--- src/rtl/uart_core.sv ---
// Full-duplex UART, fixed frame (start, NR_BITS data LSB first, optional parity, STOP_BITS stops).
// TX line changes the cycle after accept; uart_tx_dr holds off new words until the last stop cycle.
module uart_core #(
    parameter int    CLK_FREQ  = 50000000,
    parameter int    BAUD_RATE = 115200,
    parameter int    NR_BITS   = 8,
    parameter string PARITY    = "NONE",
    parameter int    STOP_BITS = 1
) (
    input  logic               clk,
    input  logic               rst_n,
    output logic [NR_BITS-1:0] uart_rx_d,
    output logic               uart_rx_dv,
    output logic               parity_ok,
    input  logic [NR_BITS-1:0] uart_tx_d,
    input  logic               uart_tx_dv,
    output logic               uart_tx_dr,
    input  logic               uart_rx,
    output logic               uart_tx
);

    localparam int DIV      = CLK_FREQ / BAUD_RATE;
    localparam int HALF     = DIV / 2;
    localparam int STOP_LEN = STOP_BITS * DIV;
    localparam int CW       = $clog2(STOP_LEN + 1);
    localparam bit PAR_EN   = (PARITY != "NONE");
    localparam bit PAR_ODD  = (PARITY == "ODD");

    // ---------------- transmitter ----------------
    typedef enum logic [2:0] {TX_IDLE, TX_START, TX_DATA, TX_PARITY, TX_STOP} tx_state_t;

    tx_state_t          tx_state_q, tx_state_d;
    logic [CW-1:0]      tx_cnt_q, tx_cnt_d;
    logic [3:0]         tx_bit_q, tx_bit_d;
    logic [NR_BITS-1:0] tx_shift_q, tx_shift_d;
    logic               tx_par_q, tx_par_d;
    logic               tx_line_q, tx_line_d;

    always_ff @(posedge clk or negedge rst_n) begin
        if (!rst_n) begin
            tx_state_q <= TX_IDLE;
            tx_cnt_q   <= '0;
            tx_bit_q   <= '0;
            tx_shift_q <= '0;
            tx_par_q   <= 1'b0;
            tx_line_q  <= 1'b1;
        end else begin
            tx_state_q <= tx_state_d;
            tx_cnt_q   <= tx_cnt_d;
            tx_bit_q   <= tx_bit_d;
            tx_shift_q <= tx_shift_d;
            tx_par_q   <= tx_par_d;
            tx_line_q  <= tx_line_d;
        end
    end

    always_comb begin
        tx_state_d = tx_state_q;
        tx_cnt_d   = tx_cnt_q;
        tx_bit_d   = tx_bit_q;
        tx_shift_d = tx_shift_q;
        tx_par_d   = tx_par_q;
        tx_line_d  = tx_line_q;
        case (tx_state_q)
            TX_IDLE: begin
                if (uart_tx_dv) begin
                    tx_shift_d = uart_tx_d;
                    tx_par_d   = PAR_ODD ? ~^uart_tx_d : ^uart_tx_d;
                    tx_line_d  = 1'b0;
                    tx_cnt_d   = '0;
                    tx_state_d = TX_START;
                end
            end
            TX_START: begin
                if (tx_cnt_q == CW'(DIV - 1)) begin
                    tx_cnt_d   = '0;
                    tx_bit_d   = '0;
                    tx_line_d  = tx_shift_q[0];
                    tx_state_d = TX_DATA;
                end else begin
                    tx_cnt_d = tx_cnt_q + 1'b1;
                end
            end
            TX_DATA: begin
                if (tx_cnt_q == CW'(DIV - 1)) begin
                    tx_cnt_d = '0;
                    if (tx_bit_q == 4'(NR_BITS - 1)) begin
                        tx_line_d  = PAR_EN ? tx_par_q : 1'b1;
                        tx_state_d = PAR_EN ? TX_PARITY : TX_STOP;
                    end else begin
                        tx_bit_d   = tx_bit_q + 4'd1;
                        tx_shift_d = {1'b0, tx_shift_q[NR_BITS-1:1]};
                        tx_line_d  = tx_shift_q[1];
                    end
                end else begin
                    tx_cnt_d = tx_cnt_q + 1'b1;
                end
            end
            TX_PARITY: begin
                if (tx_cnt_q == CW'(DIV - 1)) begin
                    tx_cnt_d   = '0;
                    tx_line_d  = 1'b1;
                    tx_state_d = TX_STOP;
                end else begin
                    tx_cnt_d = tx_cnt_q + 1'b1;
                end
            end
            TX_STOP: begin
                // Leave one cycle early: IDLE doubles as the final stop cycle so a
                // word accepted there starts its start bit with no idle gap.
                if (tx_cnt_q == CW'(STOP_LEN - 2)) begin
                    tx_cnt_d   = '0;
                    tx_state_d = TX_IDLE;
                end else begin
                    tx_cnt_d = tx_cnt_q + 1'b1;
                end
            end
            default: tx_state_d = TX_IDLE;
        endcase
    end

    assign uart_tx_dr = (tx_state_q == TX_IDLE);
    assign uart_tx    = tx_line_q;

    // ---------------- receiver ----------------
    typedef enum logic [2:0] {RX_IDLE, RX_START, RX_DATA, RX_PARITY, RX_STOP, RX_WAIT} rx_state_t;

    logic               rx_meta_q, rx_sync_q;
    rx_state_t          rx_state_q, rx_state_d;
    logic [CW-1:0]      rx_cnt_q, rx_cnt_d;
    logic [3:0]         rx_bit_q, rx_bit_d;
    logic [NR_BITS-1:0] rx_shift_q, rx_shift_d;
    logic               rx_par_q, rx_par_d;
    logic [NR_BITS-1:0] rx_data_q, rx_data_d;
    logic               rx_ok_q, rx_ok_d;
    logic               rx_dv_q, rx_dv_d;

    always_ff @(posedge clk or negedge rst_n) begin
        if (!rst_n) begin
            rx_meta_q  <= 1'b1;
            rx_sync_q  <= 1'b1;
            rx_state_q <= RX_IDLE;
            rx_cnt_q   <= '0;
            rx_bit_q   <= '0;
            rx_shift_q <= '0;
            rx_par_q   <= 1'b0;
            rx_data_q  <= '0;
            rx_ok_q    <= 1'b0;
            rx_dv_q    <= 1'b0;
        end else begin
            rx_meta_q  <= uart_rx;
            rx_sync_q  <= rx_meta_q;
            rx_state_q <= rx_state_d;
            rx_cnt_q   <= rx_cnt_d;
            rx_bit_q   <= rx_bit_d;
            rx_shift_q <= rx_shift_d;
            rx_par_q   <= rx_par_d;
            rx_data_q  <= rx_data_d;
            rx_ok_q    <= rx_ok_d;
            rx_dv_q    <= rx_dv_d;
        end
    end

    always_comb begin
        rx_state_d = rx_state_q;
        rx_cnt_d   = rx_cnt_q;
        rx_bit_d   = rx_bit_q;
        rx_shift_d = rx_shift_q;
        rx_par_d   = rx_par_q;
        rx_data_d  = rx_data_q;
        rx_ok_d    = rx_ok_q;
        rx_dv_d    = 1'b0;
        case (rx_state_q)
            RX_IDLE: begin
                if (!rx_sync_q) begin
                    rx_cnt_d   = '0;
                    rx_state_d = RX_START;
                end
            end
            RX_START: begin
                if (rx_cnt_q == CW'(HALF - 1)) begin
                    rx_cnt_d   = '0;
                    rx_bit_d   = '0;
                    rx_state_d = rx_sync_q ? RX_IDLE : RX_DATA;
                end else begin
                    rx_cnt_d = rx_cnt_q + 1'b1;
                end
            end
            RX_DATA: begin
                if (rx_cnt_q == CW'(DIV - 1)) begin
                    rx_cnt_d   = '0;
                    rx_shift_d = {rx_sync_q, rx_shift_q[NR_BITS-1:1]};
                    if (rx_bit_q == 4'(NR_BITS - 1)) begin
                        rx_state_d = PAR_EN ? RX_PARITY : RX_STOP;
                    end else begin
                        rx_bit_d = rx_bit_q + 4'd1;
                    end
                end else begin
                    rx_cnt_d = rx_cnt_q + 1'b1;
                end
            end
            RX_PARITY: begin
                if (rx_cnt_q == CW'(DIV - 1)) begin
                    rx_cnt_d   = '0;
                    rx_par_d   = rx_sync_q;
                    rx_state_d = RX_STOP;
                end else begin
                    rx_cnt_d = rx_cnt_q + 1'b1;
                end
            end
            RX_STOP: begin
                if (rx_cnt_q == CW'(DIV - 1)) begin
                    rx_cnt_d = '0;
                    if (rx_sync_q) begin
                        rx_data_d  = rx_shift_q;
                        rx_ok_d    = !PAR_EN ||
                                     (rx_par_q == (PAR_ODD ? ~^rx_shift_q : ^rx_shift_q));
                        rx_dv_d    = 1'b1;
                        rx_state_d = RX_IDLE;
                    end else begin
                        rx_state_d = RX_WAIT;
                    end
                end else begin
                    rx_cnt_d = rx_cnt_q + 1'b1;
                end
            end
            RX_WAIT: begin
                // Framing error: a line stuck low must not look like a new start bit.
                if (rx_sync_q) begin
                    rx_state_d = RX_IDLE;
                end
            end
            default: rx_state_d = RX_IDLE;
        endcase
    end

    assign uart_rx_d  = rx_data_q;
    assign uart_rx_dv = rx_dv_q;
    assign parity_ok  = rx_ok_q;

endmodule

--- config.mk ---
export PLATFORM = sky130hd
export DESIGN_NAME = uart_core
export DESIGN_NICKNAME = d
export VERILOG_FILES = /design/src/rtl/uart_core.sv
export SDC_FILE = /design/constraint.sdc
export NUM_CORES = 1
export LEC_CHECK = 0
export BUFFER_PORTS_ARGS = -buffer_cell sky130_fd_sc_hd__buf_2
export CORE_MARGIN = 3
export CORE_UTILIZATION = 25
export DETAILED_ROUTE_END_ITERATION = 8
export GPL_ROUTABILITY_DRIVEN = 0
export PLACE_DENSITY = 0.4
export SETUP_SLACK_MARGIN = 0.3
export SLEW_MARGIN = 20
export SYNTH_ARGS = -nofsm -noshare
export SYNTH_HDL_FRONTEND = slang
export SYNTH_SLANG_ARGS = --single-unit
--- constraint.sdc ---
create_clock -name clk -period 2.2 [get_ports clk]
set_input_delay 0.55 -clock clk [delete_from_list [all_inputs] [get_ports clk]]
set_output_delay 0.55 -clock clk [all_outputs]
set_load 0.01 [all_outputs]
[Yosys cells after proc, flatten, opt, wreduce, memory -nomap -nowiden]
Cells that the tools add are included.
Widths: inputs -> output; s select.
Operators by class
  multipliers: 0
  bitwise logic cells: 0
  shift-type cells: 0
  eq/ne operators: 30
  muxes and demuxes: 46
  add/sub/neg operators: 4
  div/mod/pow operators: 0
  magnitude comparators: 0
  reduce and logical (&&, ||, !) cells: 20
Operators by type and width (number)
  $mux 9: 6
  $pmux 9 s3: 2
  $mux 3: 14
  $ne 2x2->1 const B: 15
  $eq 9x9->1 const B: 3
  $mux 4: 6
  $mux 8: 3
  $add 9x1->9 const B: 2
  $pmux 3 s6: 1
  $pmux 4 s2: 2
  $pmux 8 s2: 1
  $pmux 3 s5: 1
  $eq 3x2->1 const B: 4
  $reduce_and 4->1: 3
  $eq 3x3->1 const B: 3
  $eq 9x8->1 const B: 1
  $add 4x1->4 const B: 2
  $eq 4x3->1 const B: 2
  $mux 1: 8
  $reduce_and 7->1: 1
  $eq 3x1->1 const B: 2
  $logic_not 3->1: 2
  $reduce_and 2->1: 3
  $reduce_and 6->1: 1
  8 further kinds: 12
Storage, ports and cells
  logic and storage cells: 114
  ROM bits: 0
  bits in writable memories: 0
  memories: 0
  output and inout port bits: 12
  bits in latches: 0
  input bits: 12
  register bits after elaboration: 61

[Depth between registers and ports, before layout]
Gate-level depths: netlist of run 1.
  depth after elaboration: 4
  mapped depth: 7
  gate-level depth less buffers: 6

[Worst setup path before layout of run 1]
Ideal clock, no wire load.
  kind: reg-to-reg
  start point: reg rx_cnt_q[1]
  end point: reg rx_cnt_q[1]
  cell stages (with the launch flop): 8
  path slack: 0.544 ns
  setup time: 0.121 ns
  data required time: 2.079 ns
  period minus slack after synthesis: 1.656 ns
  arrival time: 1.535 ns
  buffers on the path: 1
  cells stage by stage: dfrtp_1 > inv_1 > ha_1 > and4bb_2 > a22oi_2 > buf_6 > or2_1 > a22o_1
Between the ends
  cells in the longest elaborated chain, start to end: 3
  elaborated cells between the ends (all ways): 6
  classes of those cells: add/sub (1); eq/ne (2); mux (3)
RTL lines
  start: declaration: RTL line 130  | logic [CW-1:0] rx_cnt_q, rx_cnt_d;
  start signal: assignment: RTL line 154  | rx_cnt_q <= rx_cnt_d;
  $add 9x1->9, or another cell as far along
  $mux 9, on equally long branches
  $pmux 9 s3 (*): RTL line 173  | case (rx_state_q)
Mark *: on every way between the ends. The rest lies on a longest branch, timed or not.
A chain may end at the register's enable or synchronous reset.

[Worst setup path in the final report of run 1]
  start point: reg tx_state_q[2]
  end point: out uart_tx_dr
Between the ends
  cells in the longest elaborated chain, start to end: 1
RTL lines
  start: declaration: RTL line 32  | tx_state_t tx_state_q, tx_state_d;
  start signal: assignment: RTL line 48  | tx_state_q <= tx_state_d;
  $logic_not 3->1: RTL line 122  | assign uart_tx_dr = (tx_state_q == TX_IDLE);
  end: declaration: RTL line 17  | output logic uart_tx_dr,
No other way between the ends.

==> results of run 1 <==
stage by stage:
step / hold WS (ns) / area, sq um / setup WS [ns]
finish: 0.220 / 4050 / 0.369
CTS: 0.230 / 3990 / 0.299
global route: 0.249 / 4050 / 0.260
global placement: 0.349 / 3680 / 0.325
detailed placement: 0.347 / 3680 / 0.261
floorplan: 0.254 / 3350 / 0.544
worst max path at each step:
stage | slack (ns) | endpoint | startpoint
after CTS | 0.30 | uart_tx_dr | tx_state_q[2]$_DFFE_PN0P_
final | 0.37 | uart_tx_dr | tx_state_q[2]$_DFFE_PN0P_
after global routing | 0.26 | rx_state_q[1]$_DFFE_PN0P_ | rx_cnt_q[1]$_DFFE_PN0P_
after detailed placement | 0.26 | tx_cnt_q[4]$_DFFE_PN0P_ | tx_state_q[1]$_DFFE_PN0P_
after global placement | 0.32 | rx_state_q[1]$_DFFE_PN0P_ | rx_cnt_q[1]$_DFFE_PN0P_
after floorplan | 0.54 | rx_cnt_q[1]$_DFFE_PN0P_ | rx_cnt_q[1]$_DFFE_PN0P_
cell usage in the layout, fill, tap and decap left out, drive strengths merged, types with 8 or more instances in the layout:
| cell type | netlist | routed |
|---|---|---|
| o211ai | 12 | 12 |
| inv | 12 | 12 |
| ha | 8 | 8 |
| nor3 | 8 | 8 |
| mux2 | 26 | 26 |
| a21oi | 8 | 8 |
| o21ai | 28 | 28 |
| nand3 | 11 | 11 |
| nand2 | 55 | 55 |
| clkbuf | 1 | 11 |
| nor2 | 14 | 14 |
| buf | 10 | 33 |
| dfrtp | 58 | 58 |
cell usage after synthesis, drive strengths merged, types with 2 or more instances:
cell type / instances
buf: 10
a2111oi: 2
a21o: 2
inv: 12
nand4: 2
o21ai: 28
dfstp: 3
nand3b: 3
nand2: 55
nor3: 8
o41ai: 3
a22o: 6
a211o: 2
or2: 5
nand2b: 3
and4bb: 3
dfrtp: 58
o31ai: 6
nor2: 14
and4b: 3
a21oi: 8
nor3b: 5
nand3: 11
nand4bb: 2
a22oi: 2
ha: 8
o211ai: 12
and3: 2
nor4: 4
and2: 2
or3b: 2
mux2: 26
layout make-up:
type,count,area [sq um]
clock buffers,11,253
inverters,12,45.0
multi-input cells,242,1760
clock inverters,4,47.5
repair buffers,33,203
flip-flops and latches,61,1530
fillers,1334,8820
well taps,172,215
worst max-delay path, stage by stage, from the launching register on:
cell and delay, ns:
dfrtp_2 0.51, nor3_2 0.27, buf_2 0.17
logic make-up after synthesis:
kind of cell,count (synthesis),share of synthesized area
compound gates,78,0.167
flops,61,0.456
buf+inv,23,0.0339
fa+ha+maj,8,0.0298
simple gates,129,0.221
mux,27,0.0914
state kept, by name (all words and copies together), names as in the netlist:
register	count
tx_shift_q	8
rx_shift_q	8
parity_ok	1
rx_sync_q	1
rx_bit_q	4
uart_rx_dv	1
tx_bit_q	4
tx_cnt_q	9
rx_cnt_q	9
rx_state_q	3
uart_tx	1
tx_state_q	3
rx_meta_q	1
uart_rx_d	8
timing repair:
| action | 4_1_cts | 5_1_grt |
|---|---|---|
| resized for setup | 4 | 13 |
| endpoints found under the setup margin | 4 | 33 |
| pin swaps | 1 | 3 |
| buffers inserted | 0 | 3 |
power breakdown:
group          switching [mW]  internal [mW]
Combinational           0.305          0.229
Clock                   0.500          0.927
Sequential              0.125           1.25
Total                   0.929           2.41
metal layers:
layer	global-route usage	part of all wire	vias to the layer above
li1	-	-	1257
met1	0.143	0.49	1277
met2	0.166	0.46	28
met3	0.0274	0.029	8
met4	0.0420	0.016	0
met5	0	0	-
==> flow_summary_export.csv, run 1 <==
group,metric,value,unit
critical_path,path_max_fanout,13,
final_layout,drive_gt1_frac,0.287,
floorplanning,die_y,122,microns
final_layout,finalNonFillerCells,535,
run,cap_violations,0,
route,wl,7.35,mm
route,detail_route.first_pass.iterations,5,
route,ant_nets,0,
synthesis,synth-edff-count,0,
critical_path,crit_type,"reg2out",
critical_path,r2r-end,"rx_state_q[1]$_DFFE_PN0P_",
power,power_density,823,nW/um^2
route,vias,2570,
synthesis,postSynthAreaPerCell,10.3,sq um
clock_tree,cts_tree,"done",
grt,grt_pass1_wl,12.8,mm
critical_path,start_kind,"flop",
place,place_inst,517,
synthesis,yosysSeqAreaShare,0.456,
floorplanning,row_count,41,
final_layout,nNetsFinal,379,
floorplanning,ios,24,
clock_tree,clockBufferDepth,2,
sta,slew_headroom,0.617,
grt,grt_max_degree,28,
final_layout,diodes,0,
clock_tree,htreeDepth,3,
grt,overflow,0,
outcome,status,"complete, no violations",
sta,worst_pin_slew,0.575,ns
power,ir_drop,0.362,mV
synthesis,synthArstFlopShare,1.00,
synthesis,yosysTopAreaCell,"dfrtp_1",
clock_tree,hold_buffers,0,
sta,setup_violations,0,
hold_path,min_path_type,"in2async",
synthesis,synth_nets,346,
synthesis,synth_area_leaders,"dfrtp_1 43%, nand2_1 6.0%, mux2_2 5.7%, o21ai_0 3.6%, ha_1 3.0%",
clock_tree,cts.sinks,61,
floorplanning,initial_utilization,0.261,
sta,period_share,0.832,
synthesis,ys_types,64,
sta,rsz0062_at_grt,"yes",
critical_path,rr_worst_depth,7,
sta,hold_viol_final,0,
clock_tree,clk_pin_slew,0.05,ns
synthesis,ys_warn_count,0,
sta,fin_setup_tns,0,ns
floorplanning,die_w,122,microns
power,leakage,1.83,nW
critical_path,arrival,1.28,ns
critical_path,r2r_slack,0.39,ns
grt,grt_use_total,0.107,
sta,skew,0.00639,ns
floorplanning,core_area,12900,sq um
grt,first_global_vias,2635,
place,hpwl,5.16,mm
route,drc,0,
synthesis,syn_inst,326,
sta,max_freq,546,MHz
synthesis,syn_area,3350,sq um
final_layout,area_growth,20.9,%
critical_path,rr_startpoint,"rx_cnt_q[1]$_DFFE_PN0P_",
sta,min_period,1.83,ns
critical_path,end_kind,"output port",
clock_tree,cts_buffers,9,
synthesis,yosysTopAreaCellShare,0.433,
critical_path,cp_data_required_time,1.65,ns
clock_tree,cts_root_buffer,"clkbuf_16",
clock_tree,clk-insertion-delay-late,0.32,ns
place,port_buffers,23,
power,p_total,3.34,mW
route,viasPerCell,4.80,
route,wl_per_cell,13.7,microns
sta,maxSlewViolCount,0,
route,drt_iter0_drc,180,
final_layout,final_core_util,0.315,
synthesis,yosys_register_bits,61,
floorplanning,die_area,14800,sq um
synthesis,ys_dominant_reg_cell,"dfrtp_1",
grt,antenna_found_initial,0,
Power figures use the tool's default switching activity.
==> run 2: changes to the inputs <==
--- a/config.mk
+++ b/config.mk
@@ -10,7 +10,7 @@
 export CORE_UTILIZATION = 25
 export DETAILED_ROUTE_END_ITERATION = 8
 export GPL_ROUTABILITY_DRIVEN = 0
-export PLACE_DENSITY = 0.4
+export PLACE_DENSITY = 0.41
 export SETUP_SLACK_MARGIN = 0.3
 export SLEW_MARGIN = 20
 export SYNTH_ARGS = -nofsm -noshare
==> constraint.sdc (replaced) <==
create_clock -name clk -period 1.6 [get_ports clk]
set_input_delay 0.4 -clock clk [delete_from_list [all_inputs] [get_ports clk]]
set_output_delay 0.4 -clock clk [all_outputs]
set_load 0.01 [all_outputs]
==> flow_summary_export.csv, run 2 (synthesized netlist as in run 1, its figures left out) <==
group,metric,value,unit
critical_path,cp_slowest_stage_delay,0.39,ns
critical_path,start_kind,"flop",
floorplanning,core_area,12900,sq um
critical_path,rr_startpoint,"rx_cnt_q[1]$_DFFE_PN0P_",
run,cap_violations,0,
sta,slew_headroom,0.725,
clock_tree,clk_pin_slew,0.06,ns
final_layout,final_common_cell,"buf_4",
critical_path,rr_worst_depth,6,
sta,setup_violations,33,
final_layout,mostFrequentLayoutCells,"64 x buf_4, 56 x dfrtp_1, 51 x nand2_1",
clock_tree,clk-insertion-delay-late,0.33,ns
clock_tree,cts_buffers,9,
outcome,status,"finished with violations",
critical_path,cp_cell_sequence,"inv_2, ha_2, and4bb_2, and2_4, nand4_4, mux2_4",
final_layout,finalNonFillerCells,611,
place,port_buffers,23,
sta,whs,0.0791,ns
place,hpwl,5.62,mm
route,vias,2865,
critical_path,end_kind,"flop",
sta,skew,0.00666,ns
route,wl_per_cell,13.7,microns
floorplanning,die_w,122,microns
floorplanning,die_area,14800,sq um
sta,period_share,1.06,
grt,first_global_vias,2979,
critical_path,r2r-end,"uart_rx_d[0]$_DFFE_PN0P_",
place,place_inst,578,
grt,grt_use_total,0.121,
final_layout,drive_gt1_frac,0.522,
grt,overflow,0,
floorplanning,row_count,41,
power,power_density,1070,nW/um^2
sta,min_period,1.70,ns
sta,maxSlewViolCount,0,
route,wl,8.40,mm
grt,antenna_found_initial,0,
power,leakage,2.32,nW
sta,finalWorstSetupSlack,-0.0987,ns
route,viasPerCell,4.69,
clock_tree,cts_tree,"done",
clock_tree,cts_root_buffer,"clkbuf_16",
sta,rsz0062_at_grt,"yes",
sta,hold_viol_final,0,
critical_path,arrival,1.91,ns
hold_path,min_path_type,"in2async",
clock_tree,clockBufferDepth,2,
sta,worst_pin_slew,0.411,ns
critical_path,path_max_fanout,5,
clock_tree,hold_buffers,0,
clock_tree,cts.sinks,61,
floorplanning,die_y,122,microns
sta,max_freq,589,MHz
critical_path,r2r_slack,-0.1,ns
grt,grt_max_degree,62,
route,detail_route.first_pass.iterations,4,
critical_path,crit_type,"reg2reg",
final_layout,top_regs,"rx_cnt_q (9), tx_cnt_q (9)",
sta,fin_setup_tns,-1.80,ns
route,ant_nets,0,
power,ir_drop,0.735,mV
outcome,violations,"setup timing",
final_layout,fill_cells,1259,
grt,grt_pass1_wl,14.4,mm
route,drc,0,
critical_path,slowest_stage,"dfrtp_1",
final_layout,diodes,0,
floorplanning,initial_utilization,0.261,
final_layout,area_growth,51.1,%
clock_tree,htreeDepth,3,
route,drt_iter0_drc,94,
final_layout,nNetsFinal,454,
critical_path,cp_data_required_time,1.81,ns
floorplanning,ios,24,
[run 2: critical path: cells and delay by family, from the launching register on]
kind                     cells  cell delay [ns]
adder cells (fa/ha/maj)      1             0.14
AND/OR/NAND/NOR              3             0.65
flip-flops                   1             0.39
buffers and inverters        1             0.07
multiplexers                 1             0.33
[run 2: what timing repair did]
item	4_1_cts	5_1_grt
pin swaps	23	22
setup buffers	10	6
setup endpoints to repair	61	61
gates cloned	1	0
gates resized for setup	60	31
[run 2: per-layer routing]
metal / routed length [microns] / part of all wire / global-route usage / vias up
li1: - / - / - / 1424
met1: 3840 / 0.46 / 0.152 / 1392
met2: 4180 / 0.50 / 0.202 / 36
met3: 238 / 0.028 / 0.0302 / 13
met4: 136 / 0.016 / 0.0413 / 0
met5: 0 / 0 / 0 / -
[run 2: layout make-up]
class	count	area [sq um]	share of cell area
timing repair buffer	107	836	0.165
tap	172	215	0.0425
clock inverter	7	98.8	0.0195
multi-input combinational	243	2110	0.417
clock buffer	9	225	0.0444
sequential	61	1530	0.302
inverter	12	45.0	0.00889
[run 2: where the power goes]
group	internal, mW	switching (mW)
combinational	0.762	0.689
sequential	1.73	0.131
clock	1.37	0.748
total	3.86	1.57
[run 2: worst max path at each step]
stage | slack, ns | start | depth (start not counted) | end
after floorplan | -0.05 | rx_cnt_q[1]$_DFFE_PN0P_ | 7 | rx_cnt_q[1]$_DFFE_PN0P_
after global placement | -0.08 | rx_cnt_q[1]$_DFFE_PN0P_ | 6 | uart_rx_d[0]$_DFFE_PN0P_
after detailed placement | -0.11 | rx_cnt_q[1]$_DFFE_PN0P_ | 6 | uart_rx_d[0]$_DFFE_PN0P_
after CTS | -0.1 | rx_cnt_q[1]$_DFFE_PN0P_ | 7 | rx_state_q[2]$_DFFE_PN0P_
after global routing | -0.17 | rx_cnt_q[0]$_DFFE_PN0P_ | 7 | rx_cnt_q[7]$_DFFE_PN0P_
final | -0.1 | rx_cnt_q[1]$_DFFE_PN0P_ | 6 | uart_rx_d[0]$_DFFE_PN0P_
[run 2: through the flow]
| stage | setup WS, ns | area [sq um] | power, mW | util |
|---|---|---|---|---|
| after CTS | -0.0980 | 4900 | 5.34 | 0.381 |
| after detailed placement | -0.110 | 4250 | 2.91 | 0.330 |
| final | -0.0987 | 5070 | 5.43 | 0.394 |
| after floorplan | -0.0451 | 3470 | 2.51 | - |
| after global placement | -0.0800 | 4250 | 2.90 | 0.330 |
| after global routing | -0.170 | 5070 | 5.72 | 0.394 |
==> run 3: changes to the inputs <==
--- a/config.mk
+++ b/config.mk
@@ -6,11 +6,10 @@
 export NUM_CORES = 1
 export LEC_CHECK = 0
 export BUFFER_PORTS_ARGS = -buffer_cell sky130_fd_sc_hd__buf_2
-export CORE_MARGIN = 3
 export CORE_UTILIZATION = 25
 export DETAILED_ROUTE_END_ITERATION = 8
 export GPL_ROUTABILITY_DRIVEN = 0
-export PLACE_DENSITY = 0.41
+export PLACE_DENSITY = 0.4
 export SETUP_SLACK_MARGIN = 0.3
 export SLEW_MARGIN = 20
 export SYNTH_ARGS = -nofsm -noshare
==> constraint.sdc (replaced) <==
create_clock -name clk -period 2 [get_ports clk]
set_input_delay 0.5 -clock clk [delete_from_list [all_inputs] [get_ports clk]]
set_output_delay 0.5 -clock clk [all_outputs]
set_load 0.01 [all_outputs]
==> flow_summary_export.csv, run 3 (synthesized netlist as in run 1, its figures left out) <==
group,metric,value,unit
clock_tree,cts_tree,"done",
critical_path,crit_type,"reg2reg",
sta,rsz0062_at_grt,"yes",
sta,finalWorstSetupSlack,0.256,ns
critical_path,arrival,1.96,ns
final_layout,diodes,0,
route,ant_nets,0,
sta,skew,0.00854,ns
final_layout,nNetsFinal,409,
place,hpwl,5.08,mm
critical_path,cpLargestDelayFamily,"compound AO/OA/AOI/OAI gates",
sta,hold_viol_final,0,
clock_tree,clockBufferDepth,2,
critical_path,end_kind,"flop",
critical_path,path_max_fanout,4,
final_layout,area_growth,35.5,%
clock_tree,cts_buffers,9,
critical_path,cp_data_required_time,2.21,ns
grt,grt_use_total,0.121,
grt,overflow,0,
place,dp_slack,0.0751,ns
critical_path,slowest_stage,"dfrtp_1",
place,port_buffers,23,
clock_tree,cts_root_buffer,"clkbuf_16",
power,power_density,899,nW/um^2
sta,max_freq,574,MHz
clock_tree,hold_buffers,0,
grt,grt_max_degree,27,
floorplanning,die_w,118,microns
final_layout,drive_gt1_frac,0.416,
critical_path,cp_cell_sequence,"inv_2, ha_4, and4bb_2, a22oi_2, buf_4, o31a_1, a31o_1",
sta,worst_pin_slew,0.500,ns
floorplanning,ios,24,
grt,antenna_found_initial,0,
run,cap_violations,0,
power,ir_drop,0.437,mV
sta,period_share,0.872,
floorplanning,initial_utilization,0.262,
clock_tree,htreeDepth,3,
critical_path,cp_slowest_stage_delay,0.38,ns
clock_tree,clk_pin_slew,0.06,ns
final_layout,top_regs,"rx_cnt_q (9), tx_cnt_q (9)",
grt,first_global_vias,2659,
route,drc,0,
power,leakage,2.05,nW
route,vias,2733,
floorplanning,die_y,118,microns
sta,fin_setup_tns,0,ns
sta,min_period,1.74,ns
critical_path,path_buf_inv,2,
floorplanning,row_count,41,
floorplanning,die_area,13900,sq um
route,wl_per_cell,14.3,microns
hold_path,min_path_type,"in2async",
power,p_total,4.09,mW
floorplanning,core_area,12800,sq um
sta,maxSlewViolCount,0,
sta,setup_violations,0,
grt,grt_pass1_wl,13.5,mm
clock_tree,clk-insertion-delay-late,0.33,ns
final_layout,mostFrequentLayoutCells,"52 x nand2_1, 52 x dfrtp_1, 34 x buf_4",
clock_tree,cts.sinks,61,
critical_path,start_kind,"flop",
outcome,status,"complete, no violations",
route,detail_route.first_pass.iterations,4,
route,wl,8.07,mm
sta,slew_headroom,0.667,
route,drt_iter0_drc,146,
route,viasPerCell,4.83,
[run 3: cell types whose count changed in the layout (fill, tap and decap cells not counted), moves of 4 or more]
cell     previous run  this run
a21oi_1             3         7
a21oi_2             5         1
buf_4              64        34
buf_6              20         1
dfrtp_1            56        52
dfrtp_2             2         6
nand3_1             7        11
nor2_1              9        13
o21ai_0            13        23
o21ai_1             9         2
[run 3: worst register-to-register path, cell delays in order (launching register included)]
cell      delay (ns)
dfrtp_1         0.38
inv_2           0.08
ha_4            0.12
and4bb_2        0.28
a22oi_2         0.15
buf_4           0.17
o31a_1          0.28
a31o_1          0.18
[run 3: power breakdown]
group | internal [mW] | switching (mW) | leakage [nW]
logic | 0.455 | 0.461 | 1.11
registers | 1.38 | 0.125 | 0.796
clock network | 1.08 | 0.580 | 0.151
[run 3: layout make-up]
type	instances	area, sq um
inverters	12	45.0
well taps	172	215
flip-flops and latches	61	1540
fillers	1292	8280
multi-input cells	244	1990
clock buffers	9	225
clock inverters	7	90.1
repair buffers	61	442
[run 3: layer usage]
metal | global-route usage | vias to the layer above | routed length (microns) | share of wire
li1 | - | 1330 | - | -
met1 | 0.165 | 1354 | 3940 | 0.49
met4 | 0.0625 | 0 | 135 | 0.017
met2 | 0.181 | 39 | 3770 | 0.47
met3 | 0.0228 | 10 | 227 | 0.028
met5 | 0 | - | 0 | 0
[run 3: stage by stage]
| step | cells | utilization | area, sq um | hold slack [ns] |
|---|---|---|---|---|
| 6_report | 566 | 0.354 | 4540 | 0.134 |
| 3_3_place_gp | 523 | 0.292 | 3740 | 0.348 |
| 5_1_grt | 566 | 0.354 | 4540 | 0.172 |
| 3_5_place_dp | 523 | 0.292 | 3740 | 0.356 |
| 4_1_cts | 559 | 0.336 | 4310 | 0.141 |
| 2_1_floorplan | 326 | - | 3350 | 0.204 |
[run 3: worst paths after layout]
check                                        start                         to  slack [ns]  cells past startpoint
max                        rx_cnt_q[1]$_DFFE_PN0P_  rx_state_q[2]$_DFFE_PN0P_        0.26                      7
max reg2reg                rx_cnt_q[1]$_DFFE_PN0P_  rx_state_q[2]$_DFFE_PN0P_        0.26                      7
max in group asynchronous                    rst_n        uart_tx$_DFFE_PN1P_        1.32                      2
min in group clk                           uart_rx        rx_meta_q$_DFF_PN1_        0.28                      1
min                                          rst_n    tx_cnt_q[1]$_DFFE_PN0P_        0.13                      1
min reg2reg                    rx_meta_q$_DFF_PN1_        rx_sync_q$_DFF_PN1_        0.36                      0
[run 3: repair_timing]
action                                  in CTS  in global routing
resized for setup                           29                 36
pin swaps                                    6                 10
gates cloned                                 2                  0
endpoints found under the setup margin      50                 50
setup buffers                               18                  7
